## src/rtl/sync_fifo_pkg.sv

```systemverilog
// -----------------------------------------------------------------------------
// sync_fifo_pkg
// Shared constants for the synchronous FIFO controller that drives the
// 16x16 dual-port asynchronous RAM.
//   - Default word and address widths, and the derived depth.
//   - Fixed control levels for the RAM pins that never change (port 0 output
//     enable, and the port 1 chip select, write enable and output enable).
// Optional feature macro used by the controller: SYNC_FIFO_ERR_EN
// (adds sticky overflow/underflow flags and an err_clr input).
// -----------------------------------------------------------------------------
package sync_fifo_pkg;

    localparam int DATA_W_DEF = 16;
    localparam int ADDR_W_DEF = 4;
    localparam int DEPTH_DEF  = 1 << ADDR_W_DEF;

    // Port 0 is write-only, so its output driver is never enabled.
    localparam logic RAM_OE_0_LVL = 1'b0;

    // Port 1 is a permanently selected, read-only port.
    localparam logic RAM_CS_1_LVL = 1'b1;
    localparam logic RAM_WE_1_LVL = 1'b0;
    localparam logic RAM_OE_1_LVL = 1'b1;

    // Depth of a RAM with the given address width.
    function automatic int unsigned depth_of(input int unsigned addr_w);
        return 32'd1 << addr_w;
    endfunction

endpackage

```

## src/rtl/sync_fifo_ptr.sv

```systemverilog
// -----------------------------------------------------------------------------
// sync_fifo_ptr
// ADDR_W-bit address pointer that advances by one when enabled. It wraps
// from DEPTH-1 back to 0 through natural overflow of the power-of-two width.
// Ports:
//   clk    in   rising-edge clock
//   rst_n  in   asynchronous active-low reset (pointer returns to 0)
//   en     in   advance the pointer at the next edge
//   ptr    out  current pointer value (registered)
// -----------------------------------------------------------------------------
module sync_fifo_ptr
    import sync_fifo_pkg::*;
#(
    parameter int ADDR_W = ADDR_W_DEF
) (
    input  logic              clk,
    input  logic              rst_n,
    input  logic              en,
    output logic [ADDR_W-1:0] ptr
);

    logic [ADDR_W-1:0] ptr_q;
    logic [ADDR_W-1:0] ptr_d;

    always_comb begin
        ptr_d = ptr_q;
        if (en) begin
            ptr_d = ptr_q + ADDR_W'(1);
        end
    end

    always_ff @(posedge clk or negedge rst_n) begin
        if (!rst_n) begin
            ptr_q <= '0;
        end else begin
            ptr_q <= ptr_d;
        end
    end

    assign ptr = ptr_q;

endmodule

```

## src/rtl/sync_fifo_ctrl.sv

```systemverilog
// -----------------------------------------------------------------------------
// sync_fifo_ctrl
// Controller for the 16x16 dual-port asynchronous RAM used as the filter's
// synchronous FIFO. Port 0 of the RAM is written only, port 1 is read only.
// The controller owns the pointers, occupancy level and flags, and offers a
// push/pop interface. RAM port 0 control, address and data are registered so
// the RAM sees glitch-free cs/we.
//
// Ports:
//   clk, rst_n            clock (rising edge), async active-low reset
//   push, push_data, full write side; a push is taken when !full
//   pop, pop_data,
//   pop_valid, empty      read side; pop_data/pop_valid arrive one cycle
//                         after an accepted pop
//   level                 occupancy 0..DEPTH, counts the in-flight write
//   ram_*_0               RAM port 0 (write-only)
//   ram_*_1               RAM port 1 (read-only, address = read pointer)
//
// Optional feature macro SYNC_FIFO_ERR_EN adds:
//   err_clr   in   clears both sticky error flags (clear beats set)
//   overflow  out  sticky, set by push while full
//   underflow out  sticky, set by pop while empty
// -----------------------------------------------------------------------------
module sync_fifo_ctrl
    import sync_fifo_pkg::*;
#(
    parameter int DATA_W = DATA_W_DEF,
    parameter int ADDR_W = ADDR_W_DEF
) (
    input  logic              clk,
    input  logic              rst_n,
    input  logic              push,
    input  logic [DATA_W-1:0] push_data,
    output logic              full,
    input  logic              pop,
    output logic [DATA_W-1:0] pop_data,
    output logic              pop_valid,
    output logic              empty,
    output logic [ADDR_W:0]   level,
    output logic [ADDR_W-1:0] ram_address_0,
    output logic [DATA_W-1:0] ram_data_0,
    output logic              ram_cs_0,
    output logic              ram_we_0,
    output logic              ram_oe_0,
    output logic [ADDR_W-1:0] ram_address_1,
    input  logic [DATA_W-1:0] ram_data_1,
    output logic              ram_cs_1,
    output logic              ram_we_1,
    output logic              ram_oe_1
`ifdef SYNC_FIFO_ERR_EN
    ,
    input  logic              err_clr,
    output logic              overflow,
    output logic              underflow
`endif
);

    localparam int unsigned      DEPTH      = 1 << ADDR_W;
    localparam logic [ADDR_W:0]  FULL_LEVEL = (ADDR_W+1)'(DEPTH);

    logic [ADDR_W-1:0] wr_ptr;
    logic [ADDR_W-1:0] rd_ptr;

    logic [ADDR_W:0]   level_q,         level_d;
    logic [ADDR_W-1:0] ram_address_0_q, ram_address_0_d;
    logic [DATA_W-1:0] ram_data_0_q,    ram_data_0_d;
    logic              ram_we_0_q,      ram_we_0_d;
    logic [DATA_W-1:0] pop_data_q,      pop_data_d;
    logic              pop_valid_q,     pop_valid_d;

    logic              acc_w;
    logic              acc_r;
    logic [ADDR_W:0]   committed;

    // Flags come only from registered state. The word currently being
    // written (we high) is counted in level but cannot be read yet, so
    // empty is judged on the committed count.
    assign committed = level_q - (ADDR_W+1)'(ram_we_0_q);
    assign full      = (level_q == FULL_LEVEL);
    assign empty     = (committed == '0);

    // Both accepts use the flags as they stand before this edge, so a
    // same-cycle pop never frees room for a push at full and a same-cycle
    // push never supplies data for a pop at empty.
    assign acc_w = push && !full;
    assign acc_r = pop && !empty;

    sync_fifo_ptr #(.ADDR_W(ADDR_W)) u_wr_ptr (
        .clk   (clk),
        .rst_n (rst_n),
        .en    (acc_w),
        .ptr   (wr_ptr)
    );

    sync_fifo_ptr #(.ADDR_W(ADDR_W)) u_rd_ptr (
        .clk   (clk),
        .rst_n (rst_n),
        .en    (acc_r),
        .ptr   (rd_ptr)
    );

    // Next-state for the level, the port 0 write cycle and the read result.
    // Port 0 address/data hold when idle; only we drops.
    always_comb begin
        level_d         = level_q + (ADDR_W+1)'(acc_w) - (ADDR_W+1)'(acc_r);
        ram_address_0_d = ram_address_0_q;
        ram_data_0_d    = ram_data_0_q;
        ram_we_0_d      = 1'b0;
        pop_data_d      = pop_data_q;
        pop_valid_d     = acc_r;
        if (acc_w) begin
            ram_address_0_d = wr_ptr;
            ram_data_0_d    = push_data;
            ram_we_0_d      = 1'b1;
        end
        if (acc_r) begin
            pop_data_d = ram_data_1;
        end
    end

    always_ff @(posedge clk or negedge rst_n) begin
        if (!rst_n) begin
            level_q         <= '0;
            ram_address_0_q <= '0;
            ram_data_0_q    <= '0;
            ram_we_0_q      <= 1'b0;
            pop_data_q      <= '0;
            pop_valid_q     <= 1'b0;
        end else begin
            level_q         <= level_d;
            ram_address_0_q <= ram_address_0_d;
            ram_data_0_q    <= ram_data_0_d;
            ram_we_0_q      <= ram_we_0_d;
            pop_data_q      <= pop_data_d;
            pop_valid_q     <= pop_valid_d;
        end
    end

`ifdef SYNC_FIFO_ERR_EN
    logic overflow_q,  overflow_d;
    logic underflow_q, underflow_d;

    // Sticky error flags record requests that were refused.
    always_comb begin
        overflow_d  = overflow_q  | (push && full);
        underflow_d = underflow_q | (pop && empty);
        if (err_clr) begin
            overflow_d  = 1'b0;
            underflow_d = 1'b0;
        end
    end

    always_ff @(posedge clk or negedge rst_n) begin
        if (!rst_n) begin
            overflow_q  <= 1'b0;
            underflow_q <= 1'b0;
        end else begin
            overflow_q  <= overflow_d;
            underflow_q <= underflow_d;
        end
    end

    assign overflow  = overflow_q;
    assign underflow = underflow_q;
`endif

    assign level         = level_q;
    assign pop_data      = pop_data_q;
    assign pop_valid     = pop_valid_q;

    // Chip select and write enable share one flop: port 0 is selected only
    // to write.
    assign ram_address_0 = ram_address_0_q;
    assign ram_data_0    = ram_data_0_q;
    assign ram_cs_0      = ram_we_0_q;
    assign ram_we_0      = ram_we_0_q;
    assign ram_oe_0      = RAM_OE_0_LVL;

    assign ram_address_1 = rd_ptr;
    assign ram_cs_1      = RAM_CS_1_LVL;
    assign ram_we_1      = RAM_WE_1_LVL;
    assign ram_oe_1      = RAM_OE_1_LVL;

endmodule

```

## config.mk

```make
export PLATFORM = sky130hd
export DESIGN_NAME = sync_fifo_ctrl
export DESIGN_NICKNAME = d
export VERILOG_FILES = /design/src/rtl/sync_fifo_pkg.sv /design/src/rtl/sync_fifo_ptr.sv /design/src/rtl/sync_fifo_ctrl.sv
export SDC_FILE = /design/constraint.sdc
export NUM_CORES = 1
export LEC_CHECK = 0
export CAP_MARGIN = 5
export CELL_PAD_IN_SITES_DETAIL_PLACEMENT = 1
export CELL_PAD_IN_SITES_GLOBAL_PLACEMENT = 2
export CORE_ASPECT_RATIO = 0.9
export CORE_MARGIN = 1.5
export CORE_UTILIZATION = 28
export CTS_CLUSTER_DIAMETER = 50
export CTS_CLUSTER_SIZE = 10
export DETAILED_ROUTE_END_ITERATION = 8
export PLACE_DENSITY = 0.8
export SETUP_SLACK_MARGIN = 0.05
export SYNTH_ARGS = -nofsm -noshare
export SYNTH_HDL_FRONTEND = slang
export SYNTH_SLANG_ARGS = --single-unit
```

## constraint.sdc

```tcl
create_clock -name clk -period 4.4 [get_ports clk]
set_input_delay 0.66 -clock clk [delete_from_list [all_inputs] [get_ports clk]]
set_output_delay 0.66 -clock clk [all_outputs]
set_load 0.005 [all_outputs]
```

==> metrics, run 1 <==
DRC Markers 0; Slew Viols, Final 0; share of cells above drive strength 1 11.1%; Setup TNS 0 ns; I/O Buffers 85; Slew headroom 48.4%; root buffer selected by CTS clkbuf_8; Hold Path Class primary input to async pin; post-synthesis simple-gate area fraction 15.2%; setup slack after placement 1.24 ns; cell taking the most area after synthesis dfrtp_1; unrepaired setup endpoints after global routing no; CTS-repair resized insts 0; cts bufs inserted 5; register area share after synthesis 56.0%; CTS Buffer Depth 2; hold_buf cts 0; compound-gate portion of the synthesized area 2.14%; vias 1,631; first-pass GRT wire length 8510 um; Leakage 1.50 nW; Worst path max stage delay 0.43 ns; worst clock skew 0.00297 ns; CTS tree yes; Netlist Area Pre-Place 0.00228 mm2; Initial Util 28.6%; row cnt 31; Adder-Cell Fraction of Synth Area 7.47%; R2R cell count 16; ranking of synthesized cells by area dfrtp_1, nand2_1, mux2_2; post-synth top area share 56.0%; mux contribution to synthesized area 8.85%; Num Clock Sinks 51; postcts setup bufs 0; Synth Register Bits 51; final hold viol count 0; crit-path max FO 22; initial antenna violation count 0; Clock Pin Slew Worst Setup and Hold Paths 0.09 ns; fillcell total 886; Synth Warn # 0; Tcrit/Tclk final 71.3%; diode count 0; DRT iter0 DRCs 28; Worst-Skew Late Latency 0.29 ns; Tot GR Track Use 12.4%; Setup CP Type flop to flop; reg2reg end level[4]; Via density 4.20; fmax 319 MHz; core area 0.00795 mm2; Gate Count Post-Synth 203; peak supply drop 0.177 mV; ANT nets after route 0; largest family of logic cells by synthesized area simple AND/OR/NAND/NOR gates; io pins 90; Die H 88.6 um; Multi-input gate area 885 um2; CTS H-Tree Depth 2; pwr dens 538 mW/mm2; Crit. End Element flop; Critical-path top delay cell dfrtp_1; flop-to-flop setup slack 1.26 ns; max-cap violations 0; setup slack after layout 1.26 ns; critical path cell sequence inv_1, ha_1, inv_1, a211o_1, a41oi_2, buf_4, ha_1, inv_1, ha_1, inv_1, fa_1, nor2_1, nor2_1, nor2_1, nor2_1, xnor2_1; DIE WIDTH 98.1 um; largest net degree at the start of global routing 52; aggregate routed wire length 5160 um; Synth-to-Final Area Change 44.2%; vias in the first global route 1,711; Nets 337; Final min period 3.14 ns; CP Data Required Time 4.59 ns; outcome finished, final reports clean; die area 0.00868 mm2; drt wl/cell 13.3 um; xor/xnor share of the synthesized area 4.56%; post-synth cell types 29; synthesized area per cell 11.2 um2; HPWL after detailed placement 3680 um; WP data arrival 3.32 ns; GR Overflow Total 0; Pre-antenna DRT Iters 4; Reg area 0.00128 mm2; startpoint types flop; Final Wtd Congestion 0.801; final setup violating endpoints 0; worst-margin pin slew 0.773 ns; Worst R2R Start level[2]
[metal layers]
metal | share of wire, % | wire length (um) | vias to the layer above | track usage (%)
li1 | - | - | 800 | -
met1 | 46 | 2360 | 780 | 15.9
met2 | 48 | 2480 | 49 | 21.3
met3 | 5.8 | 298 | 2 | 3.40
met4 | 0.33 | 17 | 0 | 2.34
met5 | 0 | 0 | - | 0
[placed cells by master (no fill, tap or decap), drive strengths merged]
cell type / netlist / routed
fa: 1 / 1
and4: 2 / 2
mux2: 17 / 17
mux2i: 1 / 1
o211ai: 1 / 1
inv: 11 / 11
nand3b: 1 / 1
buf: 10 / 4
ha: 12 / 12
a41oi: 1 / 1
clkinvlp: 0 / 2
dfrtp: 51 / 51
xnor2: 8 / 8
conb: 2 / 4
nor2b: 1 / 1
nand2b: 3 / 3
xor2: 3 / 3
o2111a: 1 / 1
a21oi: 1 / 1
clkinv: 0 / 1
nor2: 6 / 6
a211o: 1 / 1
nand4: 2 / 2
clkbuf: 2 / 5
nand2: 65 / 65
clkdlybuf4s50: 0 / 84
[report_power, final]
group	internal (mW)	switching (mW)	total, mW
Sequential	0.616	0.125	0.741
Clock	0.111	0.159	0.270
Combinational	0.449	0.307	0.756
[worst max-delay path: cells and delay by family, from the launching register on]
family / cells / cell delay [ns]
AND/OR/NAND/NOR: 4 / 0.30
XOR/XNOR: 1 / 0.11
buffers and inverters: 5 / 0.65
adder cells (fa/ha/maj): 4 / 1.06
flip-flops: 1 / 0.43
AO/OA/AOI/OAI: 2 / 0.47
[how the worst max path moves through the flow]
stage / from / to / slack (ns) / cells past startpoint
CTS: level[2] / level[4] / 1.22 / 16
global placement: pop / level[4] / 1.32 / 14
floorplan: level[2] / level[4] / 1.57 / 16
finish: level[2] / level[4] / 1.26 / 16
global route: level[1] / level[4] / 0.99 / 16
detailed placement: level[2] / level[4] / 1.24 / 16
[cells in the mapped netlist]
cell type,instances
nand2_1,65
dfrtp_1,51
mux2_2,16
ha_1,12
inv_1,11
xnor2_1,7
nor2_1,6
buf_4,5
buf_2,3
nand2b_1,3
xor2_1,3
buf_6,2
clkbuf_1,2
conb_1,2
a211o_1,1
a21oi_1,1
a41oi_2,1
and4_1,1
and4_2,1
fa_1,1
mux2_1,1
mux2i_1,1
nand3b_1,1
nand4_1,1
nand4_4,1
nor2b_1,1
o2111a_1,1
o211ai_1,1
xnor2_2,1
[registers in the layout, indices dropped and copies added (netlist names)]
signal,count
pop_data,16
ram_data_0,16
level,5
ram_address_0,4
u_rd_ptr.ptr,4
u_wr_ptr.ptr,4
pop_valid,1
ram_cs_0,1
[kinds of logic (layout without fill, tap and decap cells)]
kind of cell	after synthesis	in the layout
and+or+nand+nor	80	80
DFF	51	51
buffers and inverters	23	107
muxes	18	18
adders and majority gates	13	13
xor gates and xnor gates	11	11
AOI/OAI and AO/OA	5	5
other	2	4
[area by class of cell]
cell class                      instances  area share (%)
Sequential cell                        51            38.9
Timing Repair Buffer                   88            26.4
Clock inverter                          3           0.610
Multi-Input combinational cell        131            26.9
Inverter                               11            1.26
Clock buffer                            5            2.10
Tap cell                               99            3.77
[metrics by stage]
step,hold WS (ns),std cells,power [mW],utilization (%),area (um2)
CTS,0.483,388,1.81,41.3,3280
floorplan,0.364,205,1.12,-,2280
finish,0.473,388,1.77,41.3,3280
global route,0.505,388,1.91,41.3,3280
global placement,0.456,380,1.50,40.2,3190
detailed placement,0.463,380,1.52,40.2,3190
(Power assumes the default switching activity.)
==> run 2, diff against run 1 <==
- CORE_UTILIZATION: 28 -> 26
- PLACE_DENSITY: 0.8 -> 0.75
- clock period: 4.4 -> 3.3 ns (I/O delays scaled with it)
==> metrics, run 2 (synthesis results as in run 1) <==
Comb power frac 40.3%; Via density 4.10; max-cap violations 0; cts bufs inserted 5; Seq pwr share 39.1%; setup slack after placement 0.408 ns; I/O Buffers 85; crit-path max FO 6; DP Cell Count 401; final setup violating endpoints 0; flop-to-flop setup slack 0.44 ns; largest net degree at the start of global routing 36; Final min period 2.86 ns; Tcrit/Tclk final 86.7%; worst clock skew 0.00124 ns; critical path cell sequence inv_1, ha_1, nor2b_1, mux2i_1, a41oi_2, ha_1, inv_1, ha_1, inv_1, fa_1, nor2_1, nor2_1, nor2_1, nor2_1, xnor2_1; final core utilization 39.4%; peak supply drop 0.257 mV; core area 0.00853 mm2; Crit. End Element flop; DIE WIDTH 102 um; Worst-Skew Late Latency 0.30 ns; Initial Util 26.7%; P_int 1.73 mW; R2R cell count 15; setup slack after layout 0.440 ns; final hold viol count 0; reg2reg end level[4]; vias in the first global route 1,850; most common cell after layout, fill and taps aside clkdlybuf4s50_1; sw frac 31.4%; Num Clock Sinks 51; ANT nets after route 0; aggregate routed wire length 5320 um; postcts setup bufs 0; Worst R2R Start level[1]; CTS Buffer Depth 2; WP data arrival 3.05 ns; fmax 350 MHz; Pre-antenna DRT Iters 4; origin of the worst setup path level[1]; CP Data Required Time 3.49 ns; vias 1,675; Setup CP Type flop to flop; row cnt 32; Clock Pin Slew Worst Setup and Hold Paths 0.10 ns; DRC Markers 0; GR Overflow Total 0; hold slack 0.106 ns; Hold Path Class primary input to async pin; startpoint types flop; Nets 338; drt wl/cell 13.0 um; cell mode on critical path nor2_1; commonest non-fill, non-tap cells in the layout clkdlybuf4s50_1, nand2_1, dfrtp_1, mux2_2, ha_1; Die H 91.8 um; CTS-repair resized insts 0; hold_buf cts 0; P_sw 0.789 mW; Worst path max stage delay 0.46 ns; io pins 90; diode count 0; initial antenna violation count 0; HPWL after detailed placement 3990 um; Final Wtd Congestion 0.734; DRT iter0 DRCs 16; Critical-path top delay cell dfrtp_1; share of cells above drive strength 1 11.4%; Tot GR Track Use 12.3%; first-pass GRT wire length 9070 um; Synth-to-Final Area Change 47.7%; unrepaired setup endpoints after global routing no; Post-Layout Cell Count 409; pwr dens 747 mW/mm2; CTS H-Tree Depth 2; Slew Viols, Final 0; outcome finished, final reports clean; CTS tree yes; die area 0.00933 mm2; root buffer selected by CTS clkbuf_8; Clock Power Share 20.6%; Setup TNS 0 ns; Leakage 1.52 nW
-- run 2: worst max path at each step --
| stage | to | slack, ns | cells past startpoint |
|---|---|---|---|
| detailed placement | level[4] | 0.41 | 15 |
| floorplan | level[4] | 0.47 | 16 |
| finish | level[4] | 0.44 | 15 |
| global route | level[4] | 0.14 | 15 |
| CTS | level[4] | 0.39 | 15 |
| global placement | level[4] | 0.53 | 15 |
-- run 2: critical path: cells and delay by family (launching register included) --
family	cells	cell delay, ns
buffers and inverters	3	0.27
xor gates and xnor gates	1	0.11
adders and majority gates	4	1.08
and+or+nand+nor	5	0.41
DFF	1	0.46
muxes	1	0.23
AOI/OAI and AO/OA	1	0.18
-- run 2: power groups by stage --
stage | registers [mW] | logic [mW] | clock network, mW
after floorplan | 0.990 | 0.507 | 0
after global placement | 0.989 | 1.02 | 0
after detailed placement | 1.00 | 1.04 | 0
after CTS | 0.990 | 1.04 | 0.537
after global routing | 1.02 | 1.14 | 0.559
final | 0.983 | 1.01 | 0.517
-- run 2: layout make-up --
| type | instances | area [um2] |
|---|---|---|
| fill | 960 | 5160 |
| sequential | 51 | 1280 |
| multi-input combinational | 131 | 885 |
| timing repair buffer | 89 | 876 |
| tap | 119 | 149 |
| clock buffer | 5 | 68.8 |
| clock inverter | 3 | 67.6 |
| inverter | 11 | 41.3 |
-- run 2: metal layers --
metal | vias to the layer above | GRT usage (%) | part of all wire, %
li1 | 800 | - | -
met1 | 829 | 15.6 | 45
met2 | 44 | 21.3 | 50
met3 | 2 | 3.05 | 4.8
met4 | 0 | 2.43 | 0.39
met5 | - | 0 | 0
-- run 2: through the flow --
step / power [mW] / cell area (um2)
after floorplan: 1.50 / 2280
after global placement: 2.01 / 3230
after detailed placement: 2.04 / 3230
after CTS: 2.57 / 3360
after global routing: 2.72 / 3360
final: 2.51 / 3360
==> run 3, diff against run 2 <==
- SETUP_SLACK_MARGIN: 0.05 -> 0.02
==> results of run 3 <==
Same layout as run 2: the final DEF is identical, and so are final timing and power.
==> RTL edit 1, RTL diff (config.mk and constraints of run 1) <==
The option `SYNC_FIFO_ERR_EN` is turned on by a define.
--- a/src/rtl/sync_fifo_ctrl.sv
+++ b/src/rtl/sync_fifo_ctrl.sv
@@ -22,4 +22,6 @@
 //   underflow out  sticky, set by pop while empty
 // -----------------------------------------------------------------------------
+`define SYNC_FIFO_ERR_EN
+
 module sync_fifo_ctrl
     import sync_fifo_pkg::*;
Ports: changed (added err_clr, overflow and underflow); port bits go from 90 to 93. The function was not compared with the original's and may differ.
==> RTL edit 1 against run 1 <==
- worst setup slack worse by 0.46 ns
- total power rose by 8.7%
- count of clock-buffer cells in the layout unchanged
- sequential power rose by 0.7%
- wire length is 8.7% higher
- synthesized area rose by 2.1%
- final area is 4.2% higher
- combinational power increased by 4.4%
- clock power increased by 43%
- cell count rose by 3.1%
- sequential cell count increased by 2
- critical path type unchanged
- largest cell class unchanged
- largest power group unchanged
- highest routed layer unchanged
==> RTL edit 1: results (changes against run 1) <==
| Metric | Value |
|---|---|
| Status | `finished, final reports clean` |
| CTS Buf Count | `5 (unchanged)` |
| Yosys synthesis warning count | `0 (unchanged)` |
| Commonest cells in the netlist | `nand2_1, dfrtp_1, mux2_2` |
| CTS resizes | `0 (unchanged)` |
| Hpwl dp | `4099 µm (+11%)` |
| Peak supply drop | `0.0002144 V (+21%)` |
| Clk buf depth | `2 (unchanged)` |
| Clock skew | `0.007800 ns (+0.004829 ns)` |
| Vias post-DR | `1,742 (+6.8%)` |
| Clock Latency Late Sink | `0.30 ns` |
| GRT Util Overall | `13.24% (+0.88 points)` |
| DR WL/cell | `14.02 µm (+5.5%)` |
| Adder-Cell Fraction of Synth Area | `7.320% (-0.15 points)` |
| Mux share of post-synthesis cell area | `8.665% (-0.18 points)` |
| Number of global-route vias before repair | `1,867 (+9.1%)` |
| Seq/Total Area, Yosys | `57.05% (+1.0 points)` |
| Crit-path slowest cell | `dfrtp_1` |
| CTS clock-pin slew for the worst setup and hold paths | `0.09 ns (about the same)` |
| First-pass GRT wire length | `9170 µm (+7.7%)` |
| Count of pins over their slew limit | `0 (unchanged)` |
| Synth Area in Compound Gates | `2.314% (+0.17 points)` |
| Largest net degree at the start of global routing | `54 (+3.8%)` |
| DRT Pass-1 Iters | `3 (-1)` |
| CTS Root Cell | `clkbuf_8` |
| Area contributors post-synth | `dfrtp_1, nand2_1, mux2_2` |
| Syn_area_per_cell | `10.97 µm² (-2.2%)` |
| Setup Fix Bufs, Post-CTS | `0 (unchanged)` |
| Most used DFF post-synth | `dfrtp_1` |
| Nets | `350 (+3.9%)` |
| Synth async-reset ratio | `100.0% (unchanged)` |
| Cell variety after synth | `28 (-3.4%)` |
| Slowest Stage Delay on Critical Path | `0.46 ns (+0.03 ns)` |
| ANT cells | `0 (unchanged)` |
| Static Leak | `1.575 nW (+5.3%)` |
| Pre-CTS setup slack | `0.7797 ns (-0.4623 ns)` |
| H-tree depth | `2 (unchanged)` |
| Initial antenna violation count | `0 (unchanged)` |
| DRT iter0 DRCs | `19 (-32%)` |
| # port buffers | `88 (+3.5%)` |
| Share of cells above drive strength 1 | `9.967% (-1.1 points)` |
| Worst min-delay path category | `in -> async` |
| Placer Congestion | `0.7784 (-2.8%)` |
| Crit path max-delay family | `adder cells` |
| Xor and xnor fraction of the mapped netlist area | `4.144% (-0.42 points)` |
| Max_slew headroom | `51.21% (+2.8 points)` |
| Critical Path AT | `3.78 ns (+0.46 ns)` |
| Highest net fanout along the worst path | `21 (-4.5%)` |
## RTL edit 1: final cells by class
| class | count | area, µm² |
|---|---|---|
| clock inverter | 3 | 65.06 |
| fill | 895 | 4647 |
| timing repair buffer | 91 | 898.4 |
| tap | 99 | 123.9 |
| inverter | 12 | 45.04 |
| multi-input combinational | 137 | 893.4 |
| clock buffer | 5 | 68.82 |
| sequential | 53 | 1326 |
## RTL edit 1: kinds of logic after synthesis
logic type / after synthesis
and+or+nand+nor: 84
DFF: 53
buffers and inverters: 24
muxes: 18
adders and majority gates: 13
xor gates and xnor gates: 11
AOI/OAI and AO/OA: 7
other: 2
## RTL edit 1: metrics by stage
| stage | instance area, µm² | utilization, % | power, mW | instances |
|---|---|---|---|---|
| floorplan | 2332 | - | 1.136 | 214 |
| global placement | 3287 | 40.74 | 1.532 | 392 |
| detailed placement | 3287 | 40.74 | 1.563 | 392 |
| CTS | 3421 | 42.40 | 1.960 | 400 |
| global route | 3421 | 42.40 | 2.075 | 400 |
| finish | 3421 | 42.40 | 1.921 | 400 |
## RTL edit 1: report_power, final
group          switching (mW)  total (mW)  leakage [nW]  internal [mW]
sequential              0.110       0.746         0.635          0.636
clock                   0.159       0.386        0.0681          0.226
combinational           0.335       0.789         0.872          0.454
## RTL edit 1: path summary, 6_finish.rpt
path                       slack (ns)         endpoint  cells past startpoint       startpoint
min in group clk                 0.48  u_rd_ptr.ptr[3]                      1  u_rd_ptr.ptr[3]
hold / removal                   0.48         level[3]                      2            rst_n
setup reg to reg                 0.81         level[4]                     17         level[1]
setup / recovery                 0.81         level[4]                     17         level[1]
hold reg to reg                  0.48  u_rd_ptr.ptr[3]                      1  u_rd_ptr.ptr[3]
max in group asynchronous        3.45    ram_data_0[8]                      2            rst_n
## RTL edit 1: metal layers
layer	vias up	part of all wire, %	routed length (µm)	global-route usage (%)
li1	831	-	-	-
met1	861	43	2397	15.77
met5	-	0	0	0
met3	2	5.4	302	3.440
met4	0	0.41	23	2.338
met2	48	51	2882	24.64
==> RTL edit 2, RTL diff (config.mk and constraints of run 1) <==
Made on the original files. `pop_data_q` no longer has a reset.
--- a/src/rtl/sync_fifo_ctrl.sv
+++ b/src/rtl/sync_fifo_ctrl.sv
@@ -125,5 +125,4 @@
             ram_data_0_q    <= '0;
             ram_we_0_q      <= 1'b0;
-            pop_data_q      <= '0;
             pop_valid_q     <= 1'b0;
         end else begin
@@ -132,7 +131,10 @@
             ram_data_0_q    <= ram_data_0_d;
             ram_we_0_q      <= ram_we_0_d;
-            pop_data_q      <= pop_data_d;
             pop_valid_q     <= pop_valid_d;
         end
+    end
+
+    always_ff @(posedge clk) begin
+        pop_data_q <= pop_data_d;
     end
 
Formal check against the unedited RTL: differs if rst_n is asserted again (counterexample within 4 cycles, from zero or initial values and one cycle with rst_n low); with rst_n held inactive, the same outputs for 10 cycles.
==> RTL edit 2 against run 1 <==
- global-route usage fell by 0.95 points
- synthesized area fell by 5.5%
- via count is 3.9% lower
- critical path depth did not move
- non-clock buffer count fell by 1
- worst setup slack got worse by 0.017 ns
- wire length shrank 11%
- clock skew rose by 0.0041 ns
- total power grew 0.87%
- count of clock-buffer cells in the layout did not move
- largest power group is now sequential cells
- sequential power fell by 1%
- sequential cell count unchanged
- final area down 2.1%
==> RTL edit 2: results (changes against run 1) <==
| Metric | Value |
|---|---|
| Synth Area in Compound Gates | `2.792% (+0.65 points)` |
| EDFF count, synth | `16 (+16)` |
| Share of cells above drive strength 1 | `5.515% (-5.6 points)` |
| CP startpoint | `level[2]` |
| Yosys synthesis warning count | `0 (unchanged)` |
| Initial antenna violation count | `0 (unchanged)` |
| Highest net fanout along the worst path | `22 (unchanged)` |
| Static Leak | `1.418 nW (-5.2%)` |
| GRT Util Overall | `11.41% (-0.95 points)` |
| Crit path max-delay family | `adder cells` |
| ANT cells | `0 (unchanged)` |
| Worst-Margin Slew | `0.8174 ns (+0.04487 ns)` |
| CTS Buf Count | `5 (unchanged)` |
| DRT iter0 DRCs | `17 (-39%)` |
| Fillers | `831 (-6.2%)` |
| Synth async-reset ratio | `68.63% (-31 points)` |
| Clock Latency Late Sink | `0.30 ns` |
| DRT Pass-1 Iters | `4 (unchanged)` |
| Vias post-DR | `1,567 (-3.9%)` |
| CTS clock-pin slew for the worst setup and hold paths | `0.10 ns` |
| Destination of the critical timing path | `level[4]` |
| Number of global-route vias before repair | `1,511 (-12%)` |
| Commonest cells in the netlist | `nand2_1, dfrtp_1, edfxtp_1` |
| Placer Congestion | `0.7394 (-7.7%)` |
| Adder-Cell Fraction of Synth Area | `7.912% (+0.44 points)` |
| H-tree depth | `2 (unchanged)` |
| Critical Path AT | `3.34 ns (+0.02 ns)` |
| Largest net degree at the start of global routing | `36 (-31%)` |
| Cell variety after synth | `27 (-6.9%)` |
| Peak supply drop | `0.0002012 V (+14%)` |
| Nets | `320 (-5.0%)` |
| CTS resizes | `0 (unchanged)` |
| Clock skew | `0.007061 ns (+0.004090 ns)` |
| Status | `finished, final reports clean` |
| Hpwl dp | `3318 µm (-9.8%)` |
| R2R Setup Slk | `1.25 ns (-0.02 ns)` |
| Crit-path slowest cell | `dfrtp_1` |
| Routed wire length | `4589 µm (-11%)` |
| RR Endpoint | `level[4]` |
| Mux share of post-synthesis cell area | `0.9889% (-7.9 points)` |
| Hold Fails Final Rpt | `0 (unchanged)` |
| Xor and xnor fraction of the mapped netlist area | `4.479% (-0.081 points)` |
| Seq/Total Area, Yosys | `63.06% (+7.0 points)` |
| Setup Fix Bufs, Post-CTS | `0 (unchanged)` |
| Final critical-path share of the clock period | `71.67% (+0.38 points)` |
| First-pass GRT wire length | `7176 µm (-16%)` |
| Slowest Stage Delay on Critical Path | `0.43 ns (about the same)` |
| Area contributors post-synth | `dfrtp_1, edfxtp_1, nand2_1` |
| # port buffers | `85 (unchanged)` |
| Total die area | `8217 µm² (-5.4%)` |
## RTL edit 2: changes by cell type in the layout (fill, tap and decap cells not counted), moves of 2 or more
cell	change
bufinv_16	+2
dfrtp_1	-16
mux2_2	-15
edfxtp_1	+16
## RTL edit 2: metrics by stage
step / cells / area, µm² / hold WS [ns] / util [%]
finish: 368 / 3214 / 0.4472 / 42.82
global route: 368 / 3214 / 0.5035 / 42.82
CTS: 368 / 3214 / 0.4850 / 42.82
detailed placement: 360 / 3078 / 0.4617 / 41.00
global placement: 360 / 3078 / 0.4569 / 41.00
floorplan: 187 / 2158 / 0.3644 / -
## RTL edit 2: kinds of logic (layout without fill, tap and decap cells)
logic type      count (synthesis)  in the layout
simple gates                   80             80
flops                          51             51
buf+inv                        21            106
fa+ha+maj                      13             13
xor+xnor                       11             11
compound gates                  5              5
other cells                     2              4
mux                             2              2
## RTL edit 2: area by class of cell
class | count | area share [%]
clock buffer | 5 | 2.141
clock inverter | 3 | 2.102
inverter | 11 | 1.285
multi-input combinational | 115 | 21.76
sequential | 51 | 42.20
tap | 96 | 3.737
timing repair buffer | 87 | 26.78
## RTL edit 2: worst min path at each step
stage	from	to	cells after the start
after detailed placement	ram_data_0[13]	ram_data_0[13]	2
after CTS	rst_n	pop_valid	1
after global placement	ram_data_0[6]	ram_data_0[6]	2
final	rst_n	ram_data_0[14]	1
after global routing	rst_n	ram_data_0[14]	1
after floorplan	rst_n	level[0]	0
## RTL edit 2: per-layer routing
metal  vias to the layer above  GRT usage (%)  part of all wire (%)
met3                         5          4.078                   7.9
met4                         0          3.209                  0.83
met5                         -              0                     0
li1                        747              -                     -
met2                        59          19.15                    46
met1                       756          13.74                    45
## RTL edit 2: power breakdown
part	switching (mW)	leakage [nW]	internal, mW
combinational	0.286	0.777	0.385
clock	0.154	0.0644	0.227
sequential	0.105	0.577	0.627
